[src/rtl/mem_access_ctrl_pkg.sv]
// Shared types and constants for the memory access controller.
// Holds the FSM state encoding, mux select codes and data widths.
package mem_access_ctrl_pkg;

    typedef enum logic [2:0] {
        ST_IDLE      = 3'd0,
        ST_ROM_READ  = 3'd1,
        ST_RAM_READ  = 3'd2,
        ST_RAM_WRITE = 3'd3,
        ST_RESPOND   = 3'd4
    } state_t;

    localparam logic EMUX_ROM = 1'b0;
    localparam logic EMUX_RAM = 1'b1;

    localparam int INSTR_WIDTH = 17;
    localparam int DATA_WIDTH  = 16;

    // Wide enough for latencies up to 15 cycles.
    localparam int CNT_WIDTH = 4;

endpackage

[src/rtl/mem_access_ctrl_if.sv]
// Requester/memory-side bundle of the memory access controller.
// master: requesters and memory mux side; slave: the controller.
interface mem_access_ctrl_if #(
    parameter int ADDR_WIDTH = 16
);
    import mem_access_ctrl_pkg::*;

    logic                   fetch_req;
    logic [ADDR_WIDTH-1:0]  fetch_addr;
    logic                   data_req;
    logic                   data_we;
    logic [ADDR_WIDTH-1:0]  data_addr;
    logic [DATA_WIDTH-1:0]  data_wdata;
    logic [INSTR_WIDTH-1:0] emux_out;

    logic                   emux_select;
    logic [ADDR_WIDTH-1:0]  rom_addr;
    logic [ADDR_WIDTH-1:0]  ram_addr;
    logic [DATA_WIDTH-1:0]  ram_wdata;
    logic                   ram_we;
    logic [INSTR_WIDTH-1:0] rdata;
    logic                   fetch_done;
    logic                   data_done;
    logic                   busy;

    modport master (
        output fetch_req, fetch_addr, data_req, data_we,
        output data_addr, data_wdata, emux_out,
        input  emux_select, rom_addr, ram_addr, ram_wdata,
        input  ram_we, rdata, fetch_done, data_done, busy
    );

    modport slave (
        input  fetch_req, fetch_addr, data_req, data_we,
        input  data_addr, data_wdata, emux_out,
        output emux_select, rom_addr, ram_addr, ram_wdata,
        output ram_we, rdata, fetch_done, data_done, busy
    );

endinterface

[src/rtl/mem_wait_counter.sv]
// Loadable up-counter with terminal compare for memory wait states.
// Ports: clk_i, rst_i, clr_i (to zero), en_i (count), term_i, hit_o.
module mem_wait_counter #(
    parameter int WIDTH = 4
) (
    input  logic             clk_i,
    input  logic             rst_i,
    input  logic             clr_i,
    input  logic             en_i,
    input  logic [WIDTH-1:0] term_i,
    output logic             hit_o
);

    logic [WIDTH-1:0] cnt_q;

    always_ff @(posedge clk_i or posedge rst_i) begin
        if (rst_i) begin
            cnt_q <= '0;
        end else if (clr_i) begin
            cnt_q <= '0;
        end else if (en_i) begin
            cnt_q <= cnt_q + 1'b1;
        end
    end

    assign hit_o = (cnt_q == term_i);

endmodule

[src/rtl/mem_access_ctrl.sv]
// Sequences ROM fetches and RAM loads/stores; data beats fetch.
// Ports: clock, reset, bus (slave side of mem_access_ctrl_if).
module mem_access_ctrl
    import mem_access_ctrl_pkg::*;
#(
    parameter int ADDR_WIDTH  = 16,
    parameter int ROM_LATENCY = 1,
    parameter int RAM_LATENCY = 2
) (
    input logic              clock,
    input logic              reset,
    mem_access_ctrl_if.slave bus
);

    localparam logic [CNT_WIDTH-1:0] ROM_TERM =
        CNT_WIDTH'(ROM_LATENCY - 1);
    localparam logic [CNT_WIDTH-1:0] RAM_TERM =
        CNT_WIDTH'(RAM_LATENCY - 1);

    state_t                 state_q;
    logic                   emux_sel_q;
    logic [ADDR_WIDTH-1:0]  rom_addr_q;
    logic [ADDR_WIDTH-1:0]  ram_addr_q;
    logic [DATA_WIDTH-1:0]  ram_wdata_q;
    logic                   ram_we_q;
    logic [INSTR_WIDTH-1:0] rdata_q;
    logic                   fetch_done_q;
    logic                   data_done_q;
    logic                   busy_q;

    logic [CNT_WIDTH-1:0]   term_d;
    logic                   cnt_clr;
    logic                   cnt_en;
    logic                   cnt_hit;

    always_comb begin
        term_d  = RAM_TERM;
        if (state_q == ST_ROM_READ) begin
            term_d = ROM_TERM;
        end
        // Held at zero while idle so every read starts from 0.
        cnt_clr = (state_q == ST_IDLE);
        cnt_en  = (state_q == ST_ROM_READ) ||
                  (state_q == ST_RAM_READ);
    end

    mem_wait_counter #(
        .WIDTH (CNT_WIDTH)
    ) u_wait (
        .clk_i  (clock),
        .rst_i  (reset),
        .clr_i  (cnt_clr),
        .en_i   (cnt_en),
        .term_i (term_d),
        .hit_o  (cnt_hit)
    );

    always_ff @(posedge clock or posedge reset) begin
        if (reset) begin
            state_q      <= ST_IDLE;
            emux_sel_q   <= EMUX_ROM;
            rom_addr_q   <= '0;
            ram_addr_q   <= '0;
            ram_wdata_q  <= '0;
            ram_we_q     <= 1'b0;
            rdata_q      <= '0;
            fetch_done_q <= 1'b0;
            data_done_q  <= 1'b0;
            busy_q       <= 1'b0;
        end else begin
            unique case (state_q)
                ST_IDLE: begin
                    // Data side wins; a pending fetch waits.
                    if (bus.data_req) begin
                        ram_addr_q  <= bus.data_addr;
                        ram_wdata_q <= bus.data_wdata;
                        emux_sel_q  <= EMUX_RAM;
                        busy_q      <= 1'b1;
                        if (bus.data_we) begin
                            ram_we_q <= 1'b1;
                            state_q  <= ST_RAM_WRITE;
                        end else begin
                            state_q  <= ST_RAM_READ;
                        end
                    end else if (bus.fetch_req) begin
                        rom_addr_q <= bus.fetch_addr;
                        emux_sel_q <= EMUX_ROM;
                        busy_q     <= 1'b1;
                        state_q    <= ST_ROM_READ;
                    end
                end
                ST_ROM_READ: begin
                    if (cnt_hit) begin
                        rdata_q      <= bus.emux_out;
                        fetch_done_q <= 1'b1;
                        state_q      <= ST_RESPOND;
                    end
                end
                ST_RAM_READ: begin
                    if (cnt_hit) begin
                        rdata_q     <= bus.emux_out;
                        data_done_q <= 1'b1;
                        state_q     <= ST_RESPOND;
                    end
                end
                ST_RAM_WRITE: begin
                    ram_we_q    <= 1'b0;
                    data_done_q <= 1'b1;
                    state_q     <= ST_RESPOND;
                end
                ST_RESPOND: begin
                    fetch_done_q <= 1'b0;
                    data_done_q  <= 1'b0;
                    emux_sel_q   <= EMUX_ROM;
                    busy_q       <= 1'b0;
                    state_q      <= ST_IDLE;
                end
                default: begin
                    state_q <= ST_IDLE;
                end
            endcase
        end
    end

    assign bus.emux_select = emux_sel_q;
    assign bus.rom_addr    = rom_addr_q;
    assign bus.ram_addr    = ram_addr_q;
    assign bus.ram_wdata   = ram_wdata_q;
    assign bus.ram_we      = ram_we_q;
    assign bus.rdata       = rdata_q;
    assign bus.fetch_done  = fetch_done_q;
    assign bus.data_done   = data_done_q;
    assign bus.busy        = busy_q;

endmodule

[src/flat_wrapper.sv]
// flat-port wrapper written by rule: the top's interface ports become plain ports
module mem_access_ctrl_flat import mem_access_ctrl_pkg::*;
#(
    parameter int ADDR_WIDTH  = 16,
    parameter int ROM_LATENCY = 1,
    parameter int RAM_LATENCY = 2
)
  (clock, reset, bus_fetch_req, bus_fetch_addr, bus_data_req, bus_data_we, bus_data_addr, bus_data_wdata, bus_emux_out, bus_emux_select, bus_rom_addr, bus_ram_addr, bus_ram_wdata, bus_ram_we, bus_rdata, bus_fetch_done, bus_data_done, bus_busy);
  mem_access_ctrl_if #(.ADDR_WIDTH(ADDR_WIDTH)) bus_i ();
  input logic clock;
  input logic reset;
  input wire logic [$bits(bus_i.fetch_req)-1:0] bus_fetch_req;
  input wire logic [$bits(bus_i.fetch_addr)-1:0] bus_fetch_addr;
  input wire logic [$bits(bus_i.data_req)-1:0] bus_data_req;
  input wire logic [$bits(bus_i.data_we)-1:0] bus_data_we;
  input wire logic [$bits(bus_i.data_addr)-1:0] bus_data_addr;
  input wire logic [$bits(bus_i.data_wdata)-1:0] bus_data_wdata;
  input wire logic [$bits(bus_i.emux_out)-1:0] bus_emux_out;
  output wire logic [$bits(bus_i.emux_select)-1:0] bus_emux_select;
  output wire logic [$bits(bus_i.rom_addr)-1:0] bus_rom_addr;
  output wire logic [$bits(bus_i.ram_addr)-1:0] bus_ram_addr;
  output wire logic [$bits(bus_i.ram_wdata)-1:0] bus_ram_wdata;
  output wire logic [$bits(bus_i.ram_we)-1:0] bus_ram_we;
  output wire logic [$bits(bus_i.rdata)-1:0] bus_rdata;
  output wire logic [$bits(bus_i.fetch_done)-1:0] bus_fetch_done;
  output wire logic [$bits(bus_i.data_done)-1:0] bus_data_done;
  output wire logic [$bits(bus_i.busy)-1:0] bus_busy;
  assign bus_i.fetch_req = bus_fetch_req;
  assign bus_i.fetch_addr = bus_fetch_addr;
  assign bus_i.data_req = bus_data_req;
  assign bus_i.data_we = bus_data_we;
  assign bus_i.data_addr = bus_data_addr;
  assign bus_i.data_wdata = bus_data_wdata;
  assign bus_i.emux_out = bus_emux_out;
  assign bus_emux_select = bus_i.emux_select;
  assign bus_rom_addr = bus_i.rom_addr;
  assign bus_ram_addr = bus_i.ram_addr;
  assign bus_ram_wdata = bus_i.ram_wdata;
  assign bus_ram_we = bus_i.ram_we;
  assign bus_rdata = bus_i.rdata;
  assign bus_fetch_done = bus_i.fetch_done;
  assign bus_data_done = bus_i.data_done;
  assign bus_busy = bus_i.busy;
  mem_access_ctrl #(.ADDR_WIDTH(ADDR_WIDTH), .ROM_LATENCY(ROM_LATENCY), .RAM_LATENCY(RAM_LATENCY)) u_core (.clock(clock), .reset(reset), .bus(bus_i));
endmodule
[config.mk]
export PLATFORM = sky130hd
export DESIGN_NAME = mem_access_ctrl_flat
export DESIGN_NICKNAME = d
export VERILOG_FILES = /design/src/rtl/mem_access_ctrl_pkg.sv /design/src/rtl/mem_access_ctrl_if.sv /design/src/rtl/mem_wait_counter.sv /design/src/rtl/mem_access_ctrl.sv /design/src/flat_wrapper.sv
export SDC_FILE = /design/constraint.sdc
export NUM_CORES = 1
export LEC_CHECK = 0
export ABC_AREA = 0
export CAP_MARGIN = 20
export CORE_ASPECT_RATIO = 0.75
export CORE_MARGIN = 3
export CORE_UTILIZATION = 30
export DETAILED_ROUTE_END_ITERATION = 8
export MAX_ROUTING_LAYER = met4
export PLACE_DENSITY = 0.66
export SLEW_MARGIN = 15
export SYNTH_ARGS = -nofsm -noshare
export SYNTH_HDL_FRONTEND = slang
export SYNTH_SLANG_ARGS = --single-unit
[constraint.sdc]
create_clock -name clock -period 3 [get_ports clock]
set_input_delay 0.9 -clock clock [delete_from_list [all_inputs] [get_ports clock]]
set_output_delay 0.9 -clock clock [all_outputs]
set_load 0.01 [all_outputs]
Yosys cells after proc, flatten, opt, wreduce, memory -nomap -nowiden
Cells that the tools add are included.
W data, S select, Z words.
Storage, ports and cells
  bits in registers: 77
  latch bits: 0
  RAM bits: 0
  memory bits (read-only): 0
  bits of input ports: 70
  output and inout port bits: 70
  word-level logic and storage cells: 60
  memories: 0
Operators by class
  add/subtract/negate cells: 1
  multipliers: 0
  div/mod/pow operators: 0
  order comparisons: 0
  equal/unequal tests: 11
  shift-type cells: 0
  multiplexer cells: 20
  bitwise operators: 1
  reduce and logical (&&, ||, !) cells: 16
Operators with widths (number)
  $reduce_and A2 Y1: 6
  $mux W1: 9
  $mux W3: 3
  $pmux W3 S3: 1
  $mux W4: 2
  $pmux W1 S2: 4
  $reduce_bool A2 Y1: 4
  $eq A3 B2 Y1 const B: 2
  $ne A2 B1 Y1 const B: 3
  $reduce_and A3 Y1: 2
  $add A4 B1 Y4 const B: 1
  $eq A4 B4 Y1: 1
  $ne A2 B2 Y1 const B: 2
  $eq A3 B1 Y1 const B: 1
  $eq A3 B3 Y1 const B: 1
  $logic_not A3 Y1: 1
  $ne A3 B3 Y1 const B: 1
  $pmux W1 S3: 1
  $reduce_bool A3 Y1: 1
  $reduce_or A2 Y1: 1
  $logic_or A1 B1 Y1: 1
  $not A1 Y1: 1

Depth between registers and ports, before layout
Gate-level depths: netlist of the first run.
  word-level depth: 5
  mapped depth: 6

By module
From an unflattened synthesis of the first run, not the netlist that was laid out.
Unflattened totals
  cell total of the unflattened synthesis: 203
  area, all modules: 3108.0 um^2
Modules (own cells, without submodules)
  mem_access_ctrl: instances 1, cells an instance 181, area each 2870.3 um^2
  mem_wait_counter: instances 1, cells an instance 22, area each 237.7 um^2

Least setup slack after synthesis of the first run
OpenSTA, ideal clock, no wires.
  path type: input-to-reg
  start point: input port bus_fetch_req
  end point: register u_core.rom_addr_q[0], in the netlist u_core.bus.rom_addr[0]
  library setup time: 125 ps
  arrival: 1720 ps
  required time: 2875 ps
  slack: 1155 ps
  cell stages on the path: 4
  path buffers: 1
  path through: nor2b_1 nand2_2 buf_2 mux2_2
Between the ends
  cells in the longest elaborated chain, start to end: 1
Ends and longest elaborated chain
  from (decl): RTL line flat_wrapper.sv:12  | input wire logic [$bits(bus_i.fetch_req)-1:0] bus_fetch_req;
  $reduce_and A3 Y1 (no line)
  to (signal assigned): RTL line mem_access_ctrl.sv:86  | rom_addr_q <= bus.fetch_addr;
  to (decl): RTL line mem_access_ctrl.sv:22  | logic [ADDR_WIDTH-1:0] rom_addr_q;
Every way passes these cells.
A chain may end at the register's enable or synchronous reset.

Worst setup path in the final report of the first run
  start point: input port bus_data_req
  end point: register u_core.ram_wdata_q[8], in the netlist u_core.bus.ram_wdata[8]
Between the ends
  cells in the longest elaborated chain, start to end: 1
Ends and longest elaborated chain
  from (decl): RTL line flat_wrapper.sv:14  | input wire logic [$bits(bus_i.data_req)-1:0] bus_data_req;
  $reduce_and A2 Y1 (no line)
  to (signal assigned): RTL line mem_access_ctrl.sv:76  | ram_wdata_q <= bus.data_wdata;
  to (decl): RTL line mem_access_ctrl.sv:24  | logic [DATA_WIDTH-1:0] ram_wdata_q;
Every way passes these cells.

==> results of run 1 <==
## flip-flops by register name (all words and copies together), names as in the netlist
signal                  flops
u_core.u_wait.cnt_q         4
u_core.bus.data_done        1
u_core.bus.fetch_done       1
u_core.bus.rdata           17
u_core.bus.ram_addr        16
u_core.bus.emux_select      1
u_core.bus.busy             1
u_core.state_q              3
u_core.bus.ram_wdata       16
u_core.bus.rom_addr        16
u_core.bus.ram_we           1
## worst max path at each step
stage / endpoint / slack [ns] / cells after the start
detailed placement: u_core.bus.ram_wdata[2] / 0.49 / 4
CTS: bus_ram_we / 0.83 / 1
global placement: u_core.bus.ram_wdata[9] / 0.54 / 4
global route: u_core.bus.ram_addr[15] / 0.78 / 4
finish: u_core.bus.ram_wdata[8] / 0.84 / 4
floorplan: u_core.bus.busy / 0.13 / 1
## cell type report
type | instances | area (µm²) | share of cell area
Clock inverter | 4 | 70.1 | 0.0140
Multi-Input combinational cell | 117 | 1130 | 0.226
Inverter | 4 | 16.3 | 0.00325
Tap cell | 132 | 165 | 0.0330
Clock buffer | 12 | 256 | 0.0513
Sequential cell | 77 | 1930 | 0.385
Timing Repair Buffer | 143 | 1430 | 0.287
## synth_stat cells, drive strengths merged (2+ instances only)
library cell  count  share of area
nor3              5          0.013
nor2              3         0.0036
o21ai             7          0.011
mux2             65           0.24
o211ai            2         0.0091
a41oi             2         0.0055
and2              2         0.0040
buf               9          0.026
clkbuf            2         0.0024
maj3              2         0.0063
a2111oi           2         0.0055
dfrtp            77           0.61
a21oi             8          0.013
nand2             4         0.0055
nor2b             2         0.0040
inv               3         0.0036
## per-layer routing
layer / GRT usage / share of wire / up-vias
met4: 0.0383 / 0.0098 / 0
met3: 0.0537 / 0.087 / 9
met2: 0.173 / 0.42 / 94
met1: 0.176 / 0.48 / 1045
met5: - / 0 / -
li1: - / - / 1045
## where the power goes
part	internal, W	switching (W)	leakage, nW	total, W
clock network	0.000771	0.000395	0.163	0.00117
registers	0.00156	0.000344	0.912	0.00190
logic	0.00153	0.000866	1.01	0.00239
## logic make-up (layout without fill, tap and decap cells)
| group | Yosys count | after routing | synth area share |
|---|---|---|---|
| and+or+nand+nor | 23 | 23 | 0.0479 |
| buffers and inverters | 15 | 163 | 0.0328 |
| adders and majority gates | 3 | 3 | 0.0103 |
| muxes | 65 | 65 | 0.243 |
| DFF | 77 | 77 | 0.609 |
| AOI/OAI and AO/OA | 26 | 26 | 0.0566 |
## critical path, stage by stage
cell and delay [ns]:
clkdlybuf4s50_1 0.57, and2_1 0.20, buf_4 0.30, mux2_2 0.38
## through the flow
step / instances / util / total power, W / hold slack [ns] / setup WS, ns
after floorplan: 209 / - / 0.00312 / 0.518 / 0.133
after global placement: 473 / 0.469 / 0.00429 / 0.462 / 0.544
after detailed placement: 473 / 0.469 / 0.00434 / 0.468 / 0.487
after CTS: 489 / 0.502 / 0.00555 / 0.484 / 0.834
after global routing: 489 / 0.502 / 0.00581 / 0.519 / 0.779
final: 489 / 0.502 / 0.00546 / 0.476 / 0.835
==> flow_summary.ini, run 1 <==
[setup_path]
r2r_setup_slack_ns = 0.96
rr_worst_depth = 3
critPathLaunchType = input port
crit_type = input port to flip-flop
worstPathArrival_ns = 2.37
r2r_start = u_core.state_q[1]
crit_fanout = 23
startpoint = bus_data_req
cp.required_ns = 3.21
worstSetupEndpointType = flip-flop
regToRegEndpoint = u_core.bus.rdata[12]

[timing]
rsz0062_at_grt = no
finalSetupViolCount = 0
clock.fmax_mhz = 462
period_share = 0.722
final_max_slew_viol_count = 0
maxSlewHeadroom = 0.491
hold_viol = 0
skew_ns = 0.00504
fin_setup_tns_ns = 0
period_minus_slack_ns = 2.16
worst_pin_slew_ns = 0.760

[clock_tree]
cts-root-buf = clkbuf_16
worstSkewPairLatency_ns = 0.32
cts_resized = 0
cts.htree.levels = 3
clkSinkCount = 77
ctsHoldBuffers = 0
cts_tree = built
clk_pin_slew_worst_paths_ns = 0.06
clock_path_buffers = 2
post_cts_buffers = 0
numCtsBuffers = 9

[floorplanning]
core_um2 = 9970
initial_utilization = 0.317
dieArea_um2 = 11800
dieWidth_um = 125
row_count = 31
io_pins = 140
die_height_um = 94.9

[placed_design]
placed_area_um2 = 4670
gp_congestion = 0.707
hpwl_mm = 5.29
io_buffer_count = 139

[global_route]
grt_max_degree = 37
grt_use_total = 0.129
grt_pass1_wl_mm = 11.7
overflow = 0
grt_pass1_vias = 2250
antenna_found_initial = 0

[final_layout]
nets = 423
antennaDiodeCount = 0
layout-drive-gt1-share = 0.255
fill_cells = 846
layout_common_cells = clkdlybuf4s50_1 (139), dfrtp_1 (77), mux2_2 (55), mux2_4 (10), clkbuf_16 (9)
synthToLayoutAreaGrowth_pct = 58.1
final_common_cell = clkdlybuf4s50_1
design_area_um2 = 5000

[power]
power_density_nw_per_um2 = 1090
vdd_drop_max_mv = 0.509
p_leak_nw = 2.08

[route]
wl_mm = 7.28
drc = 0
num_vias = 2193
avgRoutedWirePerCell_um = 14.9
drt-initial-drc-count = 92
ant_nets = 0
drt_pass1_iterations = 5
routed_via_density = 4.48

[synthesis]
netlist_instances = 209
synth_nets = 280
synth_cell_types = 38
synth_flop_cell = dfrtp_1
synth-async-reset-ratio = 1.00
ys_warn_count = 0
avgSynthCellArea_um2 = 15.1
synth_edf_count = 0
syn_area_um2 = 3160
ys_seq_area_frac = 0.609
ys_ff_latch = 77

[flow_run]
maxCapViolations = 0

[min_path]
whs_endpoint = u_core.bus.emux_select
hp-class = flip-flop to flip-flop
holdPathStages = 1
min_from = u_core.bus.emux_select

[run_status]
status = complete, no violations
No activity file was read; power rests on OpenSTA's default activity.
==> run 2, diff against run 1 <==
--- a/config.mk
+++ b/config.mk
@@ -12,7 +12,7 @@
 export CORE_UTILIZATION = 30
 export DETAILED_ROUTE_END_ITERATION = 8
 export MAX_ROUTING_LAYER = met4
-export PLACE_DENSITY = 0.66
+export PLACE_DENSITY = 0.64
 export SLEW_MARGIN = 15
 export SYNTH_ARGS = -nofsm -noshare
 export SYNTH_HDL_FRONTEND = slang
==> constraint.sdc (replaced) <==
create_clock -name clock -period 2.15 [get_ports clock]
set_input_delay 0.645 -clock clock [delete_from_list [all_inputs] [get_ports clock]]
set_output_delay 0.645 -clock clock [all_outputs]
set_load 0.01 [all_outputs]
==> run 2 against run 1 <==
Global-route usage increased by 0.53 points. Design area increased by 0.93%. Clock skew decreased by 0.0018 ns. Clock-buffer cell count increased by 1. Combinational power increased by 45%. Largest cell class unchanged. Power increased by 41%. Hold slack got worse by 0.0035 ns. Sequential power increased by 37%. Clock power increased by 39%. Cell count increased by 0.82%.
==> flow_summary.ini, run 2 (synthesis gave the netlist of run 1 again) <==
[final_layout]
multi_input_area_um2 = 1130
fill_cells = 858
layout_common_cells = clkdlybuf4s50_1 (139), dfrtp_1 (77), mux2_2 (55), mux2_4 (10), clkbuf_16 (9)
layout-drive-gt1-share = 0.260
final_common_cell = clkdlybuf4s50_1
synthToLayoutAreaGrowth_pct = 59.6
design_area_um2 = 5050
largest_reg_flops = 17
antennaDiodeCount = 0
final_util = 0.506
register_area_um2 = 1930
nets = 427

[clock_tree]
worstSkewPairLatency_ns = 0.32
clkSinkCount = 77
clock_path_buffers = 2
cts-root-buf = clkbuf_16
ctsHoldBuffers = 0
cts_tree = built
cts_resized = 0
cts.htree.levels = 3
numCtsBuffers = 9
post_cts_buffers = 0
clk_pin_slew_worst_paths_ns = 0.06

[min_path]
min_from = u_core.bus.emux_select
holdPathStages = 1
whs_endpoint = u_core.bus.emux_select
hp-class = flip-flop to flip-flop

[setup_path]
r2r_start = u_core.u_wait.cnt_q[0]
regToRegEndpoint = u_core.bus.rdata[9]
critPathLaunchType = flip-flop
worstPathArrival_ns = 2.14
crit_fanout = 17
rr_worst_depth = 3
cp.required_ns = 2.36
crit_type = flip-flop to flip-flop
worstSetupEndpointType = flip-flop
r2r_setup_slack_ns = 0.22

[timing]
final_max_slew_viol_count = 0
clock.fmax_mhz = 518
worst_pin_slew_ns = 0.775
finalSetupViolCount = 0
period_minus_slack_ns = 1.93
rsz0062_at_grt = no
period_share = 0.899
fin_setup_tns_ns = 0
maxSlewHeadroom = 0.481
skew_ns = 0.00320
hold_viol = 0

[floorplanning]
dieArea_um2 = 11800
die_height_um = 94.9
initial_utilization = 0.317
core_um2 = 9970
row_count = 31
io_pins = 140
dieWidth_um = 125

[route]
drc = 0
drt-initial-drc-count = 94
avgRoutedWirePerCell_um = 15.2
routed_via_density = 4.48
drt_pass1_iterations = 6
num_vias = 2210
wl_mm = 7.51
ant_nets = 0

[power]
p_leak_nw = 2.10
post-layout-total-power_w = 0.00771
power_density_nw_per_um2 = 1530
vdd_drop_max_mv = 0.617

[global_route]
grt_pass1_wl_mm = 12.0
overflow = 0
antenna_found_initial = 0
grt_max_degree = 43
grt_use_total = 0.134
grt_pass1_vias = 2330

[placed_design]
hpwl_mm = 5.47
placed_area_um2 = 4720
io_buffer_count = 139
gp_congestion = 0.752

[flow_run]
maxCapViolations = 0

[run_status]
status = complete, no violations
## run 2: per-layer routing
metal	track usage	share of wire	up-vias
met1	0.181	0.48	1057
li1	-	-	1048
met4	0.0465	0.011	0
met5	-	0	-
met2	0.181	0.42	96
met3	0.0548	0.084	9
## run 2: final cells by class
cell class / instances / area share
flip-flops and latches: 77 / 0.382
clock buffers: 13 / 0.0516
inverters: 4 / 0.00372
well taps: 132 / 0.0327
multi-input cells: 117 / 0.224
repair buffers: 147 / 0.293
clock inverters: 3 / 0.0134
## run 2: worst max-delay path: stages (launching register included)
cell and delay, ns:
dfrtp_1 0.49, and3b_1 0.25, o211ai_4 0.65, mux2_2 0.41
## run 2: worst max-delay path by stage
stage / start / cells after the start / endpoint
3_3_place_gp: bus_fetch_req / 4 / u_core.bus.rom_addr[1]
4_1_cts: u_core.u_wait.cnt_q[0] / 3 / u_core.bus.rdata[9]
6_report: u_core.u_wait.cnt_q[0] / 3 / u_core.bus.rdata[9]
2_1_floorplan: u_core.u_wait.cnt_q[0] / 5 / u_core.bus.rdata[0]
5_1_grt: u_core.u_wait.cnt_q[0] / 3 / u_core.bus.rdata[9]
3_5_place_dp: bus_fetch_req / 4 / u_core.bus.rom_addr[1]
## run 2: per-stage QoR
stage | instances | hold slack (ns) | setup slack, ns
finish | 493 | 0.472 | 0.218
global route | 493 | 0.511 | 0.120
CTS | 493 | 0.480 | 0.182
detailed placement | 477 | 0.466 | 0.0286
global placement | 477 | 0.459 | 0.0795
floorplan | 209 | 0.518 | 0.538
## run 2: power by group
group          switching [W]  internal, W
Combinational        0.00130      0.00218
Sequential          0.000424      0.00218
Clock               0.000553      0.00108
Total                0.00227      0.00543
==> run 3, diff against run 2 <==
--- a/config.mk
+++ b/config.mk
@@ -10,9 +10,11 @@
 export CORE_ASPECT_RATIO = 0.75
 export CORE_MARGIN = 3
 export CORE_UTILIZATION = 30
+export CTS_CLUSTER_DIAMETER = 30
 export DETAILED_ROUTE_END_ITERATION = 8
 export MAX_ROUTING_LAYER = met4
 export PLACE_DENSITY = 0.64
+export SKIP_CTS_REPAIR_TIMING = 1
 export SLEW_MARGIN = 15
 export SYNTH_ARGS = -nofsm -noshare
 export SYNTH_HDL_FRONTEND = slang
==> constraint.sdc (replaced) <==
create_clock -name clock -period 2.3 [get_ports clock]
set_input_delay 0.69 -clock clock [delete_from_list [all_inputs] [get_ports clock]]
set_output_delay 0.69 -clock clock [all_outputs]
set_load 0.01 [all_outputs]
==> run 3 against run 2 <==
Clock skew grew 0.0036 ns. Register-to-register slack gained 0.15 ns. Cell count is the same. Critical endpoint is now bus_fetch_done. Largest cell class unchanged. Largest power group unchanged. Non-clock buffer count is the same. Global-route usage shrank 0.24 points. Sequential power shrank 6%. Critical path type is now flip-flop to output pin. Hold slack gained 0.020 ns.
==> flow_summary.ini, run 3 (synthesis gave the netlist of run 1 again) <==
[run_status]
status = complete, no violations

[final_layout]
layout-drive-gt1-share = 0.260
final_common_cell = clkdlybuf4s50_1
nets = 427
synthToLayoutAreaGrowth_pct = 60.4
antennaDiodeCount = 0
largest_reg_flops = 17
register_area_um2 = 1930
multi_input_area_um2 = 1130
layout_common_cells = clkdlybuf4s50_1 (139), dfrtp_1 (77), mux2_2 (55), mux2_4 (10), clkbuf_16 (9)
fill_cells = 855

[route]
drt-initial-drc-count = 83
num_vias = 2217
drc = 0
drt_pass1_iterations = 4
avgRoutedWirePerCell_um = 14.8
ant_nets = 0
routed_via_density = 4.50
wl_mm = 7.30

[clock_tree]
clkSinkCount = 77
clk_pin_slew_worst_paths_ns = 0.06
cts.htree.levels = 3
clock_path_buffers = 2
numCtsBuffers = 9
cts_tree = built
cts-root-buf = clkbuf_16
worstSkewPairLatency_ns = 0.33

[timing]
period_minus_slack_ns = 1.98
hold_viol = 0
clock.fmax_mhz = 506
final_max_slew_viol_count = 0
timing.hold.ws_ns = 0.493
maxSlewHeadroom = 0.483
finalSetupViolCount = 0
period_share = 0.859
skew_ns = 0.00684
worst_pin_slew_ns = 0.772
fin_setup_tns_ns = 0
setup_slack_ns = 0.324
rsz0062_at_grt = no

[setup_path]
worstPathCellList = clkdlybuf4s50_1
worstSetupEndpointType = output pin
critPathTopFamily = buffers and inverters
cp.required_ns = 1.61
worstPathArrival_ns = 1.29
slowest_delay_ns = 0.57
crit_slowest_cell = clkdlybuf4s50_1
crit_fanout = 3
crit_type = flip-flop to output pin
critPathBufInv = 1
critPathLaunchType = flip-flop

[global_route]
overflow = 0
grt_max_degree = 49
grt_pass1_vias = 2331
antenna_found_initial = 0
grt_use_total = 0.132
grt_pass1_wl_mm = 11.9

[floorplanning]
dieWidth_um = 125
io_pins = 140
core_um2 = 9970
dieArea_um2 = 11800
die_height_um = 94.9
row_count = 31
initial_utilization = 0.317

[power]
switching_share = 0.290
clock_power_share = 0.221
p_int_w = 0.00517
seqPwrFrac = 0.335
p_leak_nw = 2.11
power_density_nw_per_um2 = 1440
vdd_drop_max_mv = 0.669
switchingPower_w = 0.00211
p_comb_frac = 0.445

[flow_run]
maxCapViolations = 0

[placed_design]
dp_slack_ns = 0.115
io_buffer_count = 139
hpwl_mm = 5.33
gp_congestion = 0.758

[min_path]
hp-class = flip-flop to flip-flop
==> run 3: changes by cell type in the layout (fill, tap and decap cells not counted), sizes merged <==
cell | before | now
bufinv | 2 | 3
clkbuf | 13 | 12
clkinvlp | 2 | 1
clkinv | 1 | 2
==> run 3: power by group through the flow <==
stage / Sequential, W / Combinational [W] / Clock [W]
3_5_place_dp: 0.00245 / 0.00329 / 0
2_1_floorplan: 0.00269 / 0.00137 / 0
5_1_grt: 0.00254 / 0.00347 / 0.00173
4_1_cts: 0.00245 / 0.00330 / 0.00167
3_3_place_gp: 0.00244 / 0.00324 / 0
6_report: 0.00244 / 0.00324 / 0.00161
==> run 3: cell type report <==
class                           instances  share of cell area
Multi-Input combinational cell        117               0.223
Sequential cell                        77               0.380
Clock inverter                          4              0.0187
Inverter                                4             0.00370
Clock buffer                           12              0.0486
Tap cell                              132              0.0326
Timing Repair Buffer                  147               0.293
==> run 3: worst paths after layout <==
path                            depth (start not counted)                       to              startpoint  slack [ns]
worst max-delay path                                    1           bus_fetch_done   u_core.bus.fetch_done        0.32
worst min-delay path                                    1   u_core.bus.emux_select  u_core.bus.emux_select        0.49
max in group asynchronous                               3  u_core.bus.ram_addr[10]                   reset        1.19
worst min register to register                          1   u_core.bus.emux_select  u_core.bus.emux_select        0.49
worst max register to register                          3     u_core.bus.rdata[12]  u_core.u_wait.cnt_q[0]        0.37
min in group asynchronous                               3   u_core.bus.ram_addr[5]                   reset        0.78
==> run 3: stage by stage <==
stage          instances  instance area (µm²)  utilization  total power, W
2_1_floorplan        209                 3170            -         0.00407
3_3_place_gp         477                 4730        0.475         0.00568
3_5_place_dp         477                 4730        0.475         0.00574
4_1_cts              493                 5070        0.509         0.00741
5_1_grt              493                 5070        0.509         0.00775
6_report             493                 5070        0.509         0.00728
==> run 3: metal layers <==
metal  up-vias  share of wire  global-route usage
met1      1067           0.47               0.170
met5         -              0                   -
met3        12          0.079              0.0486
met4         0          0.015              0.0493
met2        97           0.43               0.190
li1       1041              -                   -
==> run 3: worst register-to-register path: cells and delay by family, from the launching register on <==
kind	cells	cell delay [ns]
AO/OA/AOI/OAI	1	0.65
flip-flops	1	0.50
multiplexers	1	0.42
AND/OR/NAND/NOR	1	0.26
